==> config.mk <==
export PLATFORM = sky130hd
export DESIGN_NAME = ext_2p_mem_resp
export DESIGN_NICKNAME = d
export VERILOG_FILES = /design/src/rtl/ext_2p_mem_resp_pkg.sv /design/src/rtl/ext_2p_mem_resp_ram_core.sv /design/src/rtl/ext_2p_mem_resp.sv
export SDC_FILE = /design/constraint.sdc
export NUM_CORES = 2
export LEC_CHECK = 0
export ABC_AREA = 1
export CAP_MARGIN = 0
export CORE_ASPECT_RATIO = 1.25
export CORE_UTILIZATION = 60
export DETAILED_ROUTE_END_ITERATION = 8
export GPL_TIMING_DRIVEN = 0
export PLACE_DENSITY_LB_ADDON = 0.08
export SKIP_CTS_REPAIR_TIMING = 1
export SLEW_MARGIN = 20
export SYNTH_ARGS = -nofsm -noshare
export SYNTH_HDL_FRONTEND = slang
export SYNTH_HIERARCHICAL = 1
export SYNTH_SLANG_ARGS = --single-unit
==> constraint.sdc <==
create_clock -name clk -period 6.31 [get_ports clk]
set_input_delay 0.9465 -clock clk [delete_from_list [all_inputs] [get_ports clk]]
set_output_delay 0.9465 -clock clk [all_outputs]
set_load 0.1 [all_outputs]
==> src/rtl/ext_2p_mem_resp_pkg.sv <==
// Shared definitions for the two-port memory responder: clear FSM encoding
// and the default status counter width.
package ext_2p_mem_resp_pkg;

    typedef enum logic {
        ST_IDLE  = 1'b0,
        ST_CLEAR = 1'b1
    } clr_state_t;

    localparam int CNT_W_DEFAULT = 16;

endpackage

==> src/rtl/ext_2p_mem_resp_ram_core.sv <==
// 1W1R synchronous RAM, read-first, with a registered read-data output that
// only updates on read enable. The array itself is never reset.
module ext_2p_ram_core #(
    parameter int ADDR_W = 6,
    parameter int DATA_W = 32
) (
    input  logic              clk,
    input  logic              rst,
    input  logic              we,
    input  logic [ADDR_W-1:0] waddr,
    input  logic [DATA_W-1:0] wdata,
    input  logic              re,
    input  logic [ADDR_W-1:0] raddr,
    output logic [DATA_W-1:0] rdata
);

    localparam int unsigned DEPTH = 1 << ADDR_W;

    logic [DATA_W-1:0] mem [DEPTH];

    // Array write; contents survive reset.
    always_ff @(posedge clk) begin
        if (we) begin
            mem[waddr] <= wdata;
        end
    end

    // Registered read; non-blocking semantics give the pre-write word on a
    // same-address read+write, and the output holds when re is low.
    always_ff @(posedge clk) begin
        if (rst) begin
            rdata <= '0;
        end else if (re) begin
            rdata <= mem[raddr];
        end
    end

endmodule

==> src/rtl/ext_2p_mem_resp.sv <==
// Two-port memory responder: serves unit reads/writes, owns a clear engine
// that zeroes the whole array one word per cycle, and keeps collision and
// dropped-write counters.
//
// Access semantics: the unit port has no back-pressure. A read with
// ext_2p_read_0 high is always accepted and its data appears on
// ext_2p_data_in_0 one cycle later; a write with ext_2p_write_0 high is
// accepted unless clear_busy is high, in which case it is discarded and
// counted in drop_cnt.
module ext_2p_mem_resp
    import ext_2p_mem_resp_pkg::*;
#(
    parameter int ADDR_W = 6,
    parameter int DATA_W = 32,
    parameter int CNT_W  = CNT_W_DEFAULT
) (
    input  logic              clk,
    input  logic              rst,
    input  logic              ext_2p_write_0,
    input  logic [ADDR_W-1:0] ext_2p_addr_out_0,
    input  logic [DATA_W-1:0] ext_2p_data_out_0,
    input  logic              ext_2p_read_0,
    input  logic [ADDR_W-1:0] ext_2p_addr_in_0,
    output logic [DATA_W-1:0] ext_2p_data_in_0,
    input  logic              clear_start,
    output logic              clear_busy,
    output logic [CNT_W-1:0]  collision_cnt,
    output logic [CNT_W-1:0]  drop_cnt,
    output clr_state_t        dbg_state
);

    localparam int unsigned     DEPTH     = 1 << ADDR_W;
    // One extra bit so the terminal compare never depends on wrap-around.
    localparam logic [ADDR_W:0] LAST_ADDR = (ADDR_W+1)'(DEPTH - 1);

    clr_state_t        state, state_nxt;
    logic [ADDR_W:0]   clr_addr, clr_addr_nxt;

    logic              ram_we;
    logic [ADDR_W-1:0] ram_waddr;
    logic [DATA_W-1:0] ram_wdata;
    logic              unit_wr_ok;
    logic              collision;
    logic              dropped;

    assign clear_busy = (state == ST_CLEAR);
    assign dbg_state  = state;

    // Clear FSM next-state and address counter.
    always_comb begin
        state_nxt    = state;
        clr_addr_nxt = clr_addr;
        case (state)
            ST_IDLE: begin
                if (clear_start) begin
                    state_nxt    = ST_CLEAR;
                    clr_addr_nxt = '0;
                end
            end
            ST_CLEAR: begin
                // clear_start is deliberately ignored here: no restart.
                if (clr_addr == LAST_ADDR) begin
                    state_nxt    = ST_IDLE;
                    clr_addr_nxt = '0;
                end else begin
                    clr_addr_nxt = clr_addr + (ADDR_W+1)'(1);
                end
            end
            default: begin
                state_nxt    = ST_IDLE;
                clr_addr_nxt = '0;
            end
        endcase
    end

    // Clear FSM state register; reset aborts a clear in progress.
    always_ff @(posedge clk) begin
        if (rst) begin
            state    <= ST_IDLE;
            clr_addr <= '0;
        end else begin
            state    <= state_nxt;
            clr_addr <= clr_addr_nxt;
        end
    end

    // Write-port mux: the clear engine owns the port while busy; reset
    // blocks every write in its cycle.
    always_comb begin
        unit_wr_ok = ext_2p_write_0 && !clear_busy;
        ram_we     = !rst && (clear_busy || ext_2p_write_0);
        ram_waddr  = clear_busy ? clr_addr[ADDR_W-1:0] : ext_2p_addr_out_0;
        ram_wdata  = clear_busy ? '0 : ext_2p_data_out_0;
        // Only unit-write collisions count; clear-engine overlaps do not.
        collision  = unit_wr_ok && ext_2p_read_0 &&
                     (ext_2p_addr_out_0 == ext_2p_addr_in_0);
        dropped    = ext_2p_write_0 && clear_busy;
    end

    // Saturating status counters.
    always_ff @(posedge clk) begin
        if (rst) begin
            collision_cnt <= '0;
            drop_cnt      <= '0;
        end else begin
            if (collision && (collision_cnt != '1)) begin
                collision_cnt <= collision_cnt + CNT_W'(1);
            end
            if (dropped && (drop_cnt != '1)) begin
                drop_cnt <= drop_cnt + CNT_W'(1);
            end
        end
    end

    ext_2p_ram_core #(
        .ADDR_W (ADDR_W),
        .DATA_W (DATA_W)
    ) u_ram (
        .clk   (clk),
        .rst   (rst),
        .we    (ram_we),
        .waddr (ram_waddr),
        .wdata (ram_wdata),
        .re    (ext_2p_read_0),
        .raddr (ext_2p_addr_in_0),
        .rdata (ext_2p_data_in_0)
    );

endmodule
==> impl_metrics.csv <==
group,metric,value,unit
place,place_congestion,1.07,
sta,whs,0.471,ns
sta,rsz0062_at_grt,"no",
logic_synthesis,synth_area,86000,sq um
final_layout,syn_to_final_growth,16.8,%
sta,fmax,0.185,GHz
cts,clock-root-buffer,"clkbuf_16",
logic_synthesis,synth_fp_nets,7389,
final_layout,fill_cells,9741,
route,route.detailed.drc,0,
logic_synthesis,synth_top_area_cell,"edfxtp_1",
sta,fin_ws,0.900,ns
route,via_per_inst,6.43,
route,ant_nets,0,
logic_synthesis,ys_seq_area_frac,0.732,
sta,fin_worst_skew,0.0284,ns
route,routedWlPerCell,32.0,microns
global_route,grt_util_all_layers,0.436,
critical_path,worstSetupPathType,"in2reg",
global_route,grt_max_degree,33,
critical_path,end_kind,"register",
cts,clockBufferDepth,3,
cts,clk_latency,0.86,ns
logic_synthesis,yosysMostFrequentCell,"nand2_1",
power_and_ir_drop,p_leak,36.4,nW
job,drv_cap,0,
final_layout,regArea,62900,sq um
floorplanning,die_h,425,microns
place,dp_hpwl,226000,microns
sta,maxSlewViolCount,0,
critical_path,cp-start-kind,"primary input",
global_route,antenna_found_initial,26,
critical_path,required,6.86,ns
logic_synthesis,async_reset_ff_frac,0,
cts,cts.sinks,2120,
floorplanning,io_pins,115,
logic_synthesis,synth_seq_cells,2120,
floorplanning,die_w,341,microns
power_and_ir_drop,powerDensity,299,nW/um^2
sta,setup_viol,0,
place,dpl.cell_count,9536,
hold_path,holdCritPathClass,"reg2reg",
cts,clk_pin_slew,0.06,ns
route,dr_total_vias,63719,
logic_synthesis,synthCells,7337,
cts,htree_levels,4,
power_and_ir_drop,power.total,30.1,mW
global_route,grt_pass1_wl,433000,microns
cts,cts_buffers,196,
global_route,first_global_vias,58826,
critical_path,critPathBufInv,9,
run_status,status,"finished, final reports clean",
route,drt-pass1-iter-count,7,
logic_synthesis,ys.flop_type,"edfxtp_1",
final_layout,stdcell_count,9917,
logic_synthesis,synth_top_cells_by_area,"edfxtp_1 72%, nand3_1 12%, nand2_1 10%",
floorplanning,rows,154,
critical_path,path_delay_family,"buffers and inverters",
route,drtIter0Drc,10452,
critical_path,arrival,5.96,ns
critical_path,crit_fanout,10,
critical_path,slowest_stage,"clkdlybuf4s50_1",
logic_synthesis,synth_cell_types,30,
final_layout,fin_nets,7914,
floorplanning,start_util,0.607,
sta,timing.final.crit_share,0.857,
critical_path,max_stage_delay,0.89,ns
cts,cts_tree,"yes",
final_layout,drive_gt1_frac,0.120,
final_layout,multi_input_area,20900,sq um
logic_synthesis,netlist.area_leader.share,0.715,
logic_synthesis,synth_edf_count,2048,
sta,finalHoldViolCount,0,
global_route,overflow,0,
logic_synthesis,yosys-top-cells-count,"2,337 x nand2_1, 2,048 x edfxtp_1, 1,995 x nand3_1",
floorplanning,core_region_area,142000,sq um
place,io_buffer_count,114,
place,place_ws,0.320,ns
final_layout,final_util,0.709,
route,wl,317000,microns
critical_path,crit_chain,"clkdlybuf4s50_1 > clkbuf_1 > clkbuf_1 > nor2_1 > clkbuf_1 > nand4_1 > nor4_2 > buf_4 > buf_2 > buf_2 > buf_2 > buf_4",
power_and_ir_drop,peakVddDrop,0.000253,V
logic_synthesis,yosysWarningCount,6,
floorplanning,dieArea,145000,sq um
sta,relSlewSlack,0.0880,
sta,worstMarginPinSlew,1.37,ns
sta,min_period,5.41,ns
logic_synthesis,avgSynthCellArea,11.7,sq um
-- report_power, final --
group	total [mW]	internal, mW	switching [mW]
Sequential	15.6	15.6	0.0335
Combinational	2.75	0.629	2.12
Clock	11.7	6.55	5.17
-- layout by cell type (no fill, tap or decap), types with 8 or more instances in the layout --
cell,count
nand2_1,2337
edfxtp_1,2048
nand3_1,1995
buf_2,344
clkbuf_16,203
clkbuf_1,122
clkdlybuf4s50_1,114
inv_1,109
nor2_1,107
nor2_4,92
buf_12,90
dfxtp_1,72
buf_16,62
buf_4,57
clkinv_1,46
buf_1,41
clkinv_2,39
a21oi_1,22
bufinv_16,16
nand4_1,15
o21ai_0,14
diode_2,12
a21oi_2,10
xor2_1,10
buf_6,8
nor4_2,8
-- cell families (layout without fill, tap and decap cells) --
kind of cell / after synthesis / in the layout / synth area share
xor+xnor: 15 / 15 / 0.00153
fa+ha+maj: 3 / 3 / 0.000437
buf+inv: 587 / 1283 / 0.0326
simple gates: 4566 / 4566 / 0.230
compound gates: 46 / 46 / 0.00311
flops: 2120 / 2120 / 0.732
other cells: 0 / 12 / 0
-- cell type report --
cell class                 instances  share of cell area
antenna                           12            0.000299
sequential                      2120               0.627
multi-input combinational       4630               0.208
timing repair buffer             327              0.0502
buffer                           475              0.0238
tap                             1872              0.0233
inverter                         112             0.00421
clock inverter                   118              0.0103
clock buffer                     251              0.0524
-- worst min-delay path, cell delays in order, from the launching register on --
cell	delay (ns)
dfxtp_1	0.31
o21ai_0	0.07
nor2_1	0.05
-- worst paths after layout --
kind / startpoint / end / slack (ns) / cells past startpoint
min: clr_addr[6] / clr_addr[6] / 0.47 / 2
max reg2reg: clear_busy / u_ram/mem[54][20] / 1.19 / 11
max: rst / u_ram/mem[54][20] / 0.90 / 12
min reg2reg: clr_addr[6] / clr_addr[6] / 0.47 / 2
-- routing by layer --
layer  global-route usage  vias to the layer above  wire length [microns]
met3               0.0974                     1058                  39600
met1                0.532                    30699                 103000
met2                0.671                     4944                 143000
li1                     -                    27006                      -
met5               0.0103                        -                    268
met4                0.355                       12                  30700
-- through the flow --
stage | area [sq um] | setup TNS (ns)
global route | 100000 | 0
finish | 100000 | 0
global placement | 89400 | -3903.04
detailed placement | 94100 | 0
CTS | 100000 | 0
floorplan | 86000 | 0
-- flip-flops by register name, summed over array words and instances, names as in the netlist --
name / flops
u_ram/mem: 2048
u_ram/rdata: 32
collision_cnt: 16
drop_cnt: 16
clr_addr: 7
clear_busy: 1
Power figures use the tool's default switching activity.
